**config.mk**
```make
export PLATFORM = sky130hd
export DESIGN_NAME = alu_pipe
export DESIGN_NICKNAME = d
export VERILOG_FILES = /design/src/rtl/alu_pipe_pkg.sv /design/src/rtl/alu_pipe_core.sv /design/src/rtl/alu_pipe.sv
export SDC_FILE = /design/constraint.sdc
export NUM_CORES = 1
export LEC_CHECK = 0
export CAP_MARGIN = 10
export CORE_UTILIZATION = 61
export CTS_CLUSTER_DIAMETER = 200
export DETAILED_ROUTE_END_ITERATION = 16
export PLACE_DENSITY = 0.95
export REMOVE_ABC_BUFFERS = 1
export SYNTH_ARGS = -nofsm -noshare
export SYNTH_HDL_FRONTEND = slang
export SYNTH_HIERARCHICAL = 1
export SYNTH_SLANG_ARGS = --single-unit
```
**constraint.sdc**
```tcl
create_clock -name clk_i -period 6.99 [get_ports clk_i]
set_clock_uncertainty 0.2 [all_clocks]
set_input_delay 1.398 -clock clk_i [delete_from_list [all_inputs] [get_ports clk_i]]
set_output_delay 1.398 -clock clk_i [all_outputs]
set_load 0.03 [all_outputs]
```
**src/rtl/alu_pipe_pkg.sv**
```systemverilog
// Shared definitions for alu_pipe: opcodes, condition-code bit positions
// and the per-stage control payload carried alongside result and tag.
package alu_pipe_pkg;

  localparam logic [3:0] OP_ADD = 4'h1;
  localparam logic [3:0] OP_AND = 4'h2;
  localparam logic [3:0] OP_ANY = 4'h3;
  localparam logic [3:0] OP_OR  = 4'h4;
  localparam logic [3:0] OP_SHR = 4'h5;
  localparam logic [3:0] OP_XOR = 4'h6;

  localparam int CC_ZERO  = 0;
  localparam int CC_NEG   = 1;
  localparam int CC_CARRY = 2;

  typedef struct packed {
    logic       valid;
    logic [3:0] op;
    logic       err;
    logic       carry;
  } stageCtrl_t;

  // Only the defined opcodes are allowed to touch the condition codes.
  function automatic logic updatesCc(input logic [3:0] op);
    return (op >= OP_ADD) && (op <= OP_XOR);
  endfunction

endpackage

```
**src/rtl/alu_pipe_core.sv**
```systemverilog
// Combinational ALU evaluator: op, a, b -> result, carry, err.
// Unknown opcodes pass a through and raise err.
module alu_pipe_core
  import alu_pipe_pkg::*;
#(
  parameter int WIDTH = 16
) (
  input  logic [3:0]       op_i,
  input  logic [WIDTH-1:0] a_i,
  input  logic [WIDTH-1:0] b_i,
  output logic [WIDTH-1:0] result_o,
  output logic             carry_o,
  output logic             err_o
);

  logic [WIDTH:0]          sum;
  logic signed [WIDTH-1:0] shrResult;

  assign sum       = {1'b0, a_i} + {1'b0, b_i};
  assign shrResult = $signed(a_i) >>> b_i;

  always_comb begin
    result_o = a_i;
    carry_o  = 1'b0;
    err_o    = 1'b0;
    case (op_i)
      OP_ADD: begin
        result_o = sum[WIDTH-1:0];
        carry_o  = sum[WIDTH];
      end
      OP_AND: result_o = a_i & b_i;
      OP_ANY: result_o = {{(WIDTH-1){1'b0}}, |a_i};
      OP_OR:  result_o = a_i | b_i;
      // Oversized shift counts saturate to a full sign fill.
      OP_SHR: result_o = (b_i >= WIDTH'(WIDTH)) ? {WIDTH{a_i[WIDTH-1]}} : shrResult;
      OP_XOR: result_o = a_i ^ b_i;
      default: err_o = 1'b1;
    endcase
  end

endmodule

```
**src/rtl/alu_pipe.sv**
```systemverilog
// Pipelined ALU with valid/ready handshakes, flush and tag passthrough.
// Define ALU_PIPE_CC_EN to keep the condition-code register; otherwise cc_o reads 0.
module alu_pipe
  import alu_pipe_pkg::*;
#(
  parameter int WIDTH  = 16,
  parameter int STAGES = 3,
  parameter int TAG_W  = 6
) (
  input  logic             clk_i,
  input  logic             rst_i,
  input  logic             flush_i,
  input  logic             in_valid_i,
  output logic             in_ready_o,
  input  logic [3:0]       in_op_i,
  input  logic [WIDTH-1:0] in_a_i,
  input  logic [WIDTH-1:0] in_b_i,
  input  logic [TAG_W-1:0] in_tag_i,
  output logic             out_valid_o,
  input  logic             out_ready_i,
  output logic [WIDTH-1:0] out_result_o,
  output logic [TAG_W-1:0] out_tag_o,
  output logic             out_err_o,
  output logic [2:0]       cc_o
);

`ifdef ALU_PIPE_CC_EN
  localparam logic CarryKeep = 1'b1;
`else
  localparam logic CarryKeep = 1'b0;
`endif

  logic [WIDTH-1:0]  coreResult;
  logic              coreCarry;
  logic              coreErr;

  stageCtrl_t        ctrl_q   [STAGES];
  stageCtrl_t        ctrl_d   [STAGES];
  logic [WIDTH-1:0]  result_q [STAGES];
  logic [WIDTH-1:0]  result_d [STAGES];
  logic [TAG_W-1:0]  tag_q    [STAGES];
  logic [TAG_W-1:0]  tag_d    [STAGES];

  logic [STAGES-1:0] advance;
  logic              retire;
  logic              accept;
  stageCtrl_t        newCtrl;

  alu_pipe_core #(.WIDTH(WIDTH)) u_core (
    .op_i     (in_op_i),
    .a_i      (in_a_i),
    .b_i      (in_b_i),
    .result_o (coreResult),
    .carry_o  (coreCarry),
    .err_o    (coreErr)
  );

  assign retire     = ctrl_q[STAGES-1].valid && out_ready_i;
  assign in_ready_o = !flush_i && advance[0];
  assign accept     = in_valid_i && in_ready_o;

  // A stage may move whenever any stage at or beyond it is empty, or the tail retires.
  always_comb begin
    logic hole;
    hole    = retire;
    advance = '0;
    for (int i = STAGES-1; i >= 0; i--) begin
      hole       = hole | ~ctrl_q[i].valid;
      advance[i] = hole;
    end
  end

  always_comb begin
    newCtrl.valid = accept;
    newCtrl.op    = in_op_i;
    newCtrl.err   = coreErr;
    newCtrl.carry = coreCarry & CarryKeep;
  end

  always_comb begin
    for (int i = 0; i < STAGES; i++) begin
      ctrl_d[i]   = ctrl_q[i];
      result_d[i] = result_q[i];
      tag_d[i]    = tag_q[i];
    end
    if (advance[0]) begin
      ctrl_d[0]   = newCtrl;
      result_d[0] = coreResult;
      tag_d[0]    = in_tag_i;
    end
    for (int i = 1; i < STAGES; i++) begin
      if (advance[i]) begin
        ctrl_d[i]   = ctrl_q[i-1];
        result_d[i] = result_q[i-1];
        tag_d[i]    = tag_q[i-1];
      end
    end
    if (flush_i) begin
      for (int i = 0; i < STAGES; i++) begin
        ctrl_d[i].valid = 1'b0;
      end
    end
  end

  always_ff @(posedge clk_i or posedge rst_i) begin
    if (rst_i) begin
      for (int i = 0; i < STAGES; i++) begin
        ctrl_q[i]   <= '0;
        result_q[i] <= '0;
        tag_q[i]    <= '0;
      end
    end else begin
      for (int i = 0; i < STAGES; i++) begin
        ctrl_q[i]   <= ctrl_d[i];
        result_q[i] <= result_d[i];
        tag_q[i]    <= tag_d[i];
      end
    end
  end

  assign out_valid_o  = ctrl_q[STAGES-1].valid;
  assign out_result_o = result_q[STAGES-1];
  assign out_tag_o    = tag_q[STAGES-1];
  assign out_err_o    = ctrl_q[STAGES-1].err;

`ifdef ALU_PIPE_CC_EN
  logic [2:0] cc_q;
  logic [2:0] cc_d;

  // Condition codes reflect only results that actually leave the pipe.
  always_comb begin
    cc_d = cc_q;
    if (retire && updatesCc(ctrl_q[STAGES-1].op)) begin
      cc_d[CC_ZERO]  = (result_q[STAGES-1] == '0);
      cc_d[CC_NEG]   = result_q[STAGES-1][WIDTH-1];
      cc_d[CC_CARRY] = ctrl_q[STAGES-1].carry;
    end
  end

  always_ff @(posedge clk_i or posedge rst_i) begin
    if (rst_i) begin
      cc_q <= 3'b000;
    end else begin
      cc_q <= cc_d;
    end
  end

  assign cc_o = cc_q;
`else
  assign cc_o = 3'b000;
`endif

endmodule
```
* Yosys cells after proc, flatten, opt, wreduce, memory -nomap -nowiden
Index checks and enable logic that the tools add are counted.
** Word-level totals
- Register bits after elaboration :: 84
- Bits in latches :: 0
- RAM bits :: 0
- Bits in read-only memories :: 0
- Input port bits :: 47
- Output and inout bits :: 28
- Word-level logic and storage cells :: 51
- Memories :: 0
** Cells by class
- Add/subtract/negate cells :: 1
- Multipliers :: 0
- Divide/modulo/power cells :: 0
- Order comparisons :: 1
- Eq/ne operators :: 6
- Shift-type cells :: 1
- Mux-type cells :: 9
- Bitwise gates (word level) :: 9
- Reduce and logical (&&, ||, !) cells :: 9
** Operators by type and width (number)
- one-hot mux 16 bit (6 select lines) :: 1
- two-way mux 7 bit :: 3
- adder 16 bit :: 1
- AND 16 bit :: 1
- greater-or-equal comparator 16 x 5 -> 1 bit (second input constant) :: 1
- two-way mux 16 bit :: 1
- OR 16 bit :: 1
- OR reduction 16 bit :: 1
- >>> shifter 16 x 16 -> 16 bit :: 1
- bitwise XOR 16 bit :: 1
- equality test 4 x 3 -> 1 bit (second input constant) :: 3
- equality test 4 x 2 -> 1 bit (second input constant) :: 2
- nonzero test 2 bit :: 3
- OR reduction 6 bit :: 1
- equality test 4 x 1 -> 1 bit (second input constant) :: 1
- two-way mux 1 bit :: 4
- logical AND 1 bit :: 3
- NOT 1 bit :: 3
- OR 1 bit :: 3
- logical NOT 1 bit :: 1

* Longest topological paths before layout
Gate-level depths: netlist (run 1).
- Word-level depth :: 8
- Depth in mapped cells :: 10
- Gate-level depth less buffers :: 9

* Hierarchy
Netlist (run 1), hierarchy kept.
** Modules (own cells, without submodules)
- alu_pipe :: times used 1, cells an instance 185, area an instance 2997.9 um^2
- alu_pipe_core :: times used 1, cells an instance 360, area an instance 2541.2 um^2

* Least setup slack after synthesis (run 1)
OpenSTA, ideal clock, no wires.
- Kind :: input port to flip-flop
- Start :: in in_b_i[2]
- End :: reg result_q[40] in the netlist's numbering
- Library setup time :: 0.125 ns
- Arrival time :: 3.605 ns
- Setup slack :: 3.060 ns
- Cell stages on the path :: 10
- Path buffers :: 1
- Path through :: clkbuf_1 -> inv_1 -> ha_1 -> a21o_1 -> a221o_1 -> a21o_1 -> a21oi_1 -> xnor2_1 -> a221o_1 -> mux2_2
** On the way
- Longest elaborated chain between the ends :: 3
- Elaborated cells between the ends (all ways) :: 5
- Classes of those cells :: 1 x add/sub; 1 x order compare; 1 x shift; 2 x mux
** RTL lines
- start, declared :: line alu_pipe.sv:17 : input logic [WIDTH-1:0] in_b_i,
- greater-or-equal comparator 16 x 5 -> 1 bit or >>> shifter 16 x 16 -> 16 bit (tied branches) :: line alu_pipe_core.sv:35, alu_pipe_core.sv:20
- two-way mux 16 bit :: line alu_pipe_core.sv:35 : OP_SHR: result_o = (b_i >= WIDTH'(WIDTH)) ? {WIDTH{a_i[WIDTH-1]}} : shrResult;
- one-hot mux 16 bit (6 select lines) * :: line alu_pipe_core.sv:26 : case (op_i)
- via coreResult[8] :: line alu_pipe.sv:33 : logic [WIDTH-1:0] coreResult;
- end signal, assigned by index :: line alu_pipe.sv:115 : result_q[i] <= result_d[i];
- end, declared :: line alu_pipe.sv:39 : logic [WIDTH-1:0] result_q [STAGES];
Mark *: on every way through the listed nets, which the timed path passes. The rest lies on a longest branch.
A chain may end at the register's enable or synchronous reset.

* Worst setup path after layout (run 1)
- Start :: in out_ready_i
- End :: out in_ready_o
** On the way
- Longest elaborated chain between the ends :: 5
** RTL lines
- start, declared :: line alu_pipe.sv:20 : input logic out_ready_i,
- logical AND 1 bit :: line alu_pipe.sv:58 : assign retire = ctrl_q[STAGES-1].valid && out_ready_i;
- OR 1 bit (3 in series) :: line alu_pipe.sv:68 : hole = hole | ~ctrl_q[i].valid;
- logical AND 1 bit :: line alu_pipe.sv:59 : assign in_ready_o = !flush_i && advance[0];
- end, declared :: line alu_pipe.sv:14 : output logic in_ready_o,
No other way between the ends.

==> results.cfg, run 1 <==
[run_status]
status = completed

[drt]
avgViaCountPerCell = 6.524
routed_wl_um = 13750
postRouteAntennaNets = 0
num_vias = 4508
drc = 0
wire_per_inst_um = 19.89
drt_iter0_drc = 410
first_pass_iters = 7

[timing]
maxSlewViolCount = 0
relSlewSlack = 0.1967
finalCritPeriodShare = 0.7080
final_hold_viol_count = 0
timing.fmax_mhz = 202.1
rsz0062_at_grt = no
setup_violations = 0
max_slew.worst_pin.slew_ns = 1.200
setup_tns_ns = 0
period_needed_ns = 4.949

[die]
start_util = 0.6330
die_w_um = 97.13
coreArea_mm2 = 0.008721
boundaryPins = 75
dieArea_mm2 = 0.009434
num_rows = 34
die_y_um = 97.13

[critical_path]
cp_slowest_cell = nand4b_4
critical_path_class = input pin to output pin
cp_data_arrival_time_ns = 3.35
critPathMaxStageDelay_ns = 0.59
cp_cell_sequence = clkdlybuf4s50_1 -> nand4b_4 -> nor2b_1 -> clkdlybuf4s50_1
rrSetupSlack_ns = 4.91
crit_path_start_kind = input pin
worst-path-buf-inv = 2
cp_max_fo = 25
cp.required_ns = 5.39
cpLargestDelayFamily = buffers and inverters
endpoint_kind = output pin
path_common_cell = clkdlybuf4s50_1

[clock_tree]
cts_root_buffer = clkbuf_8
post_cts_resized = 0
clkTransAtPathRegs_ns = 0.07
cts_max_level = 3
cts.sinks = 72
cts_hold_buf = 0
cts_tree = built
clkLatencyLatePin_ns = 0.35
cts_max_path_buffers = 2
cts_setup_buffers = 0
cts_buffers = 9

[power_and_ir_drop]
power.density_mw_per_mm2 = 176.5
max-vdd-ir-drop_mv = 0.1371
p_leak_uw = 0.002819

[global_routing]
antenna_found_initial = 0
grt_pass1_vias = 4491
grt_max_degree = 73
grt_overflow = 0
track_usage = 0.2983
grt_pass1_wl_um = 22430

[finish]
final_util = 0.7089
area_growth_pct = 11.99
drive_gt1_frac = 0.2007
layout.nets = 658
num_antenna_cells = 0

[flow_run]
cap_violations = 0

[logic_synthesis]
syn_inst = 541
ys_warn_count = 6
syn_area_mm2 = 0.005520
postSynthAreaPerCell_um2 = 10.20

[placement]
port_buffers = 71
gp_congestion = 0.9899
dp_hpwl_um = 10190

[hold_path]
hp-class = flop to flop
-- placed cells by master, fill, tap and decap left out, types with 3 or more instances in the layout --
cell	count
nand3_1	6
o211a_1	3
o211ai_1	5
nand2_1	37
clkbuf_8	9
nor3_1	4
mux2_4	19
conb_1	3
inv_1	39
a31oi_1	6
mux2i_1	9
ha_1	32
a2111oi_0	3
buf_4	4
a221o_1	7
and2_1	3
a221oi_1	8
dfrtp_1	72
o21ai_0	25
o22ai_1	3
xnor2_1	4
a211oi_1	4
clkdlybuf4s50_1	71
nor4_1	6
mux2_2	55
mux4_2	6
or3_1	3
a21o_1	5
a211o_1	3
a21oi_1	29
a22oi_1	4
o2111ai_1	8
nor2_1	28
nand2b_1	6
-- report_power, final --
| part | internal, uW | leakage, uW | switching (uW) |
|---|---|---|---|
| logic | 148 | 0.00187 | 171 |
| registers | 459 | 0.000860 | 25.7 |
| clock network | 130 | 0.0000866 | 157 |
| total | 737 | 0.00282 | 354 |
-- through the flow --
stage / area (um^2) / total power (uW) / hold WS [ns] / cells / worst slack [ns]
floorplan: 5130 / 677.1 / 0.2750 / 492 / 3.127
global placement: 6011 / 791.5 / 0.2841 / 675 / 2.043
detailed placement: 6011 / 805.3 / 0.2931 / 675 / 1.966
CTS: 6182 / 1097 / 0.3107 / 691 / 2.028
global route: 6182 / 1141 / 0.3207 / 691 / 1.951
finish: 6182 / 1091 / 0.3064 / 691 / 2.041
-- state kept, by name, summed over array words and instances (netlist names) --
name,flops
ctrl_q,4
out_tag_o,6
result_q,32
tag_q,12
out_result_o,16
out_valid_o,1
out_err_o,1
-- cell type report --
cell class,instances,area (um^2)
clock buffer,10,127.6
clock inverter,6,43.79
fill,608,2539
inverter,41,153.9
multi-input combinational,379,3179
sequential,72,1802
tap,108,135.1
timing repair buffer,75,740.7
-- path summary, 6_finish.rpt --
check,startpoint,to,depth (start not counted)
setup / recovery,out_ready_i,in_ready_o,4
hold / removal,result_q[27]$_DFFE_PP0P_,out_result_o[11]$_DFFE_PP0P_,1
setup reg to reg,out_valid_o$_DFFE_PP0P_,out_result_o[9]$_DFFE_PP0P_,2
hold reg to reg,result_q[27]$_DFFE_PP0P_,out_result_o[11]$_DFFE_PP0P_,1
max in group asynchronous,rst_i,result_q[27]$_DFFE_PP0P_,3
min in group asynchronous,rst_i,tag_q[17]$_DFFE_PP0N_,3
-- metal layers --
layer,wire length [um],up-vias,part of all wire,global-route usage
li1,-,2028,-,-
met1,5579,2154,0.41,0.3862
met2,6530,265,0.48,0.4702
met3,1119,61,0.081,0.06547
met4,518,0,0.038,0.1550
met5,0,-,0,0
(Power assumes the default switching activity.)
==> run 2: changes to the inputs <==
CORE_UTILIZATION = 56   (was 61)
PLACE_DENSITY = 0.92   (was 0.95)
clock period = 5 ns   (was 6.99 ns; I/O delays follow)
==> run 2 against run 1 <==
  * Wire length rose by 3.5%
  * Sequential share of layout area fell by 0.43 points
  * Worst setup slack got worse by 1.2 ns
  * Sequential power rose by 40%
  * Cell area rose by 1.5%
  * Clock-buffer cell count did not move
  * Largest power group unchanged
==> results.cfg, run 2 (synthesis gave the netlist of run 1 again) <==
[placement]
dp_hpwl_um = 10670
gp_congestion = 0.9886
port_buffers = 71

[finish]
layout.nets = 663
seq_area_mm2 = 0.001802
multi_input_area_mm2 = 0.003174
num_antenna_cells = 0
area_growth_pct = 13.67
largest_reg_flops = 32
drive_gt1_frac = 0.2075
regMostFlops = result_q
final_cell_mix = 72 x dfrtp_1, 71 x clkdlybuf4s50_1, 55 x mux2_2
final_common_cell = dfrtp_1
fillers = 720

[clock_tree]
cts_hold_buf = 0
cts_max_level = 3
cts_root_buffer = clkbuf_8
cts_tree = built
clkTransAtPathRegs_ns = 0.07
clkLatencyLatePin_ns = 0.35
cts_buffers = 9
post_cts_resized = 0
cts_max_path_buffers = 2
cts_setup_buffers = 0
cts.sinks = 72

[timing]
maxSlewViolCount = 0
final_hold_viol_count = 0
relSlewSlack = 0.2093
timing.fmax_mhz = 240.0
period_needed_ns = 4.167
setup_tns_ns = 0
finalCritPeriodShare = 0.8335
hold_slack_ns = 0.3083
setup_violations = 0
rsz0062_at_grt = no
max_slew.worst_pin.slew_ns = 1.186

[global_routing]
grt_overflow = 0
grt_pass1_vias = 4534
grt_pass1_wl_um = 22860
track_usage = 0.2925
grt_max_degree = 46
antenna_found_initial = 0

[hold_path]
hp-class = flop to flop

[critical_path]
critPathMaxStageDelay_ns = 0.59
critical_path_class = input pin to output pin
cp_data_arrival_time_ns = 2.97
worst-path-buf-inv = 2
cp_max_fo = 25
cpLargestDelayFamily = buffers and inverters
endpoint_kind = output pin
cp.required_ns = 3.80
cp_cell_sequence = clkdlybuf4s50_1 -> nand4b_4 -> nor2b_1 -> clkdlybuf4s50_1
crit_path_start_kind = input pin
path_common_cell = clkdlybuf4s50_1
cp_slowest_cell = clkdlybuf4s50_1

[die]
coreArea_mm2 = 0.009415
boundaryPins = 75
num_rows = 35
die_y_um = 101.3
die_w_um = 101.3
start_util = 0.5863
dieArea_mm2 = 0.01026

[drt]
avgViaCountPerCell = 6.374
routed_wl_um = 14220
drc = 0
postRouteAntennaNets = 0
wire_per_inst_um = 19.84
num_vias = 4570
first_pass_iters = 5
drt_iter0_drc = 445

[power_and_ir_drop]
power.density_mw_per_mm2 = 254.1
p_leak_uw = 0.002854
max-vdd-ir-drop_mv = 0.1947

[run_status]
status = completed

[flow_run]
cap_violations = 0
run 2: cell count changes in the layout (fill, tap and decap cells not counted), sizes merged:
cell and change:
buf +5, bufinv +1, clkinv -2, clkinvlp +1
run 2: worst register-to-register path, stage by stage (launching register included):
cell	delay, ns
dfrtp_1	0.44
nand2b_1	0.86
mux2_2	0.43
run 2: per-stage QoR:
step / worst slack, ns / cells / util / instance area, um^2 / power [uW]
final: 0.8325 / 717 / 0.6664 / 6275 / 1595
after floorplan: 1.546 / 492 / - / 5130 / 946.6
after detailed placement: 0.7894 / 701 / 0.6447 / 6070 / 1130
after global routing: 0.7645 / 717 / 0.6664 / 6275 / 1665
after CTS: 0.8273 / 717 / 0.6664 / 6275 / 1596
after global placement: 0.8347 / 701 / 0.6447 / 6070 / 1113
run 2: power by group:
group	internal, uW	switching [uW]
registers	642	35.1
clock network	245	220
logic	209	243
total	1100	498
run 2: area by class of cell:
type | count | area share
Sequential cell | 72 | 0.2871
Clock inverter | 6 | 0.01077
Tap cell | 129 | 0.02572
Clock buffer | 10 | 0.02193
Multi-Input combinational cell | 379 | 0.5059
Inverter | 41 | 0.02453
Timing Repair Buffer | 80 | 0.1240
run 2: per-layer routing:
layer,vias to the layer above,wire length [um],GRT usage
met3,60,1174,0.06625
met5,-,0,0
met4,0,559,0.1226
met1,2228,5876,0.3922
li1,2048,-,-
met2,234,6612,0.4579
run 2: worst paths after layout:
kind	start	end	slack [ns]	cells past startpoint
max	out_ready_i	in_ready_o	0.83	4
min reg2reg	out_result_o[4]$_DFFE_PP0P_	out_result_o[4]$_DFFE_PP0P_	0.31	1
max reg2reg	out_valid_o$_DFFE_PP0P_	out_result_o[1]$_DFFE_PP0P_	2.95	2
min in group asynchronous	rst_i	tag_q[14]$_DFFE_PP0N_	0.98	2
max in group asynchronous	rst_i	result_q[43]$_DFFE_PP0N_	2.75	3
min	out_result_o[4]$_DFFE_PP0P_	out_result_o[4]$_DFFE_PP0P_	0.31	1
==> run 3: changes to the inputs <==
clock period = 4.04 ns   (was 5 ns; I/O delays follow)
==> run 3 against run 2 <==
  * Power increased by 32%
  * Die area unchanged
  * Clock-buffer cell count increased by 1
  * Worst hold slack got worse by 0.0012 ns
  * Critical path type is now input pin to flop
  * Critical endpoint is now result_q[40]$_DFFE_PP0N_
  * Highest routed layer unchanged
==> results.cfg, run 3 (synthesis gave the netlist of run 1 again) <==
[timing]
timing.fmax_mhz = 275.2
setup_tns_ns = 0
finalCritPeriodShare = 0.8996
rsz0062_at_grt = no
maxSlewViolCount = 0
setup_violations = 0
period_needed_ns = 3.634
relSlewSlack = 0.3754
max_slew.worst_pin.slew_ns = 0.9356
final_hold_viol_count = 0

[finish]
final_common_cell = dfrtp_1
layout.nets = 687
layout.cells.non_filler = 741
regMostFlops = result_q
multi_input_area_mm2 = 0.003174
final_cell_mix = 72 x dfrtp_1, 71 x clkdlybuf4s50_1, 55 x mux2_2
num_antenna_cells = 0
drive_gt1_frac = 0.2369
area_growth_pct = 17.66
design_area_mm2 = 0.006495
final_util = 0.6898
seq_area_mm2 = 0.001802
largest_reg_flops = 32
fillers = 749

[drt]
first_pass_iters = 5
postRouteAntennaNets = 0
num_vias = 4669
wire_per_inst_um = 19.91
routed_wl_um = 14750
drc = 0
avgViaCountPerCell = 6.301
drt_iter0_drc = 474

[clock_tree]
post_cts_resized = 0
cts_max_level = 3
cts_max_path_buffers = 2
cts.sinks = 72
cts_hold_buf = 0
cts_tree = built
cts_setup_buffers = 0
clkLatencyLatePin_ns = 0.34
cts_buffers = 9
clkTransAtPathRegs_ns = 0.07
cts_root_buffer = clkbuf_8

[hold_path]
hold_path_startpoint = result_q[40]$_DFFE_PP0N_
whs_endpoint = result_q[40]$_DFFE_PP0N_
hp-class = flop to flop
hold_depth = 1

[critical_path]
cp_data_arrival_time_ns = 3.65
cp.required_ns = 4.06
r2r_end = out_result_o[15]$_DFFE_PP0P_
r2r_start = out_valid_o$_DFFE_PP0P_
crit_path_start_kind = input pin
critPathMaxStageDelay_ns = 0.47
cp_slowest_cell = clkdlybuf4s50_1
rrSetupSlack_ns = 2.18
ff2ff_path_depth = 3
critical_path_class = input pin to flop
cp_max_fo = 5
cp_cell_sequence = clkdlybuf4s50_1 -> ha_1 -> fa_1 -> a21o_1 -> a221o_1 -> a21o_1 -> a21oi_1 -> xnor2_1 -> a221o_1 -> mux2_2
endpoint_kind = flop

[die]
num_rows = 35
dieArea_mm2 = 0.01026
boundaryPins = 75
die_w_um = 101.3
coreArea_mm2 = 0.009415
die_y_um = 101.3
start_util = 0.5863

[global_routing]
grt_pass1_wl_um = 23530
track_usage = 0.3031
grt_overflow = 0
antenna_found_initial = 0
grt_max_degree = 49
grt_pass1_vias = 4542

[flow_run]
cap_violations = 0

[placement]
gp_congestion = 1.001
place_inst = 725
postPlaceCellArea_mm2 = 0.006250
port_buffers = 71
dp_hpwl_um = 11290

[power_and_ir_drop]
power.density_mw_per_mm2 = 324.6
p_leak_uw = 0.002993
max-vdd-ir-drop_mv = 0.2340

[run_status]
status = completed
-- run 3: cell count changes in the layout (fill, tap and decap cells not counted), sizes merged --
cell / before / now
clkbuf: 10 / 11
clkinvlp: 2 / 0
bufinv: 1 / 3
inv: 42 / 41
buf: 9 / 33
-- run 3: area by class of cell --
type | instances | share of cell area
clock buffer | 11 | 0.02177
multi-input combinational | 379 | 0.4887
timing repair buffer | 104 | 0.1476
inverter | 41 | 0.02369
clock inverter | 5 | 0.01599
tap | 129 | 0.02485
sequential | 72 | 0.2774
-- run 3: routing by layer --
metal,vias up,global-route usage,wire [um]
met5,-,0,0
met3,45,0.05245,1197
met1,2263,0.4011,6048
li1,2091,-,-
met2,270,0.5003,7027
met4,0,0.1115,478
-- run 3: worst max-delay path by stage --
stage,endpoint,slack [ns],startpoint,cells after the start
finish,result_q[40]$_DFFE_PP0N_,0.41,in_a_i[0],10
global route,result_q[40]$_DFFE_PP0N_,0.33,in_a_i[0],10
global placement,result_q[40]$_DFFE_PP0N_,0.16,in_a_i[0],10
detailed placement,result_q[40]$_DFFE_PP0N_,0.1,in_a_i[0],10
floorplan,result_q[40]$_DFFE_PP0N_,0.78,in_a_i[0],9
CTS,result_q[40]$_DFFE_PP0N_,0.45,in_a_i[0],10
-- run 3: per-stage QoR --
stage,setup WS [ns],power (uW),hold WS [ns]
after global placement,0.1557,1397,0.2833
after detailed placement,0.09693,1421,0.2923
after global routing,0.3283,2199,0.3183
after CTS,0.4459,2112,0.3081
final,0.4057,2108,0.3071
after floorplan,0.7780,1172,0.2750
-- run 3: worst max-delay path: cells and delay by family --
family / cells / cell delay [ns]
AOI/OAI and AO/OA: 5 / 1.34
xor gates and xnor gates: 1 / 0.09
adders and majority gates: 2 / 0.70
buffers and inverters: 1 / 0.47
muxes: 1 / 0.26
-- run 3: power breakdown --
part           switching, uW  total [uW]  leakage [uW]  internal [uW]
clock                    263         690      0.000124            427
sequential              44.1         839      0.000860            795
combinational            305         579       0.00201            273
total                    612        2110       0.00299           1500
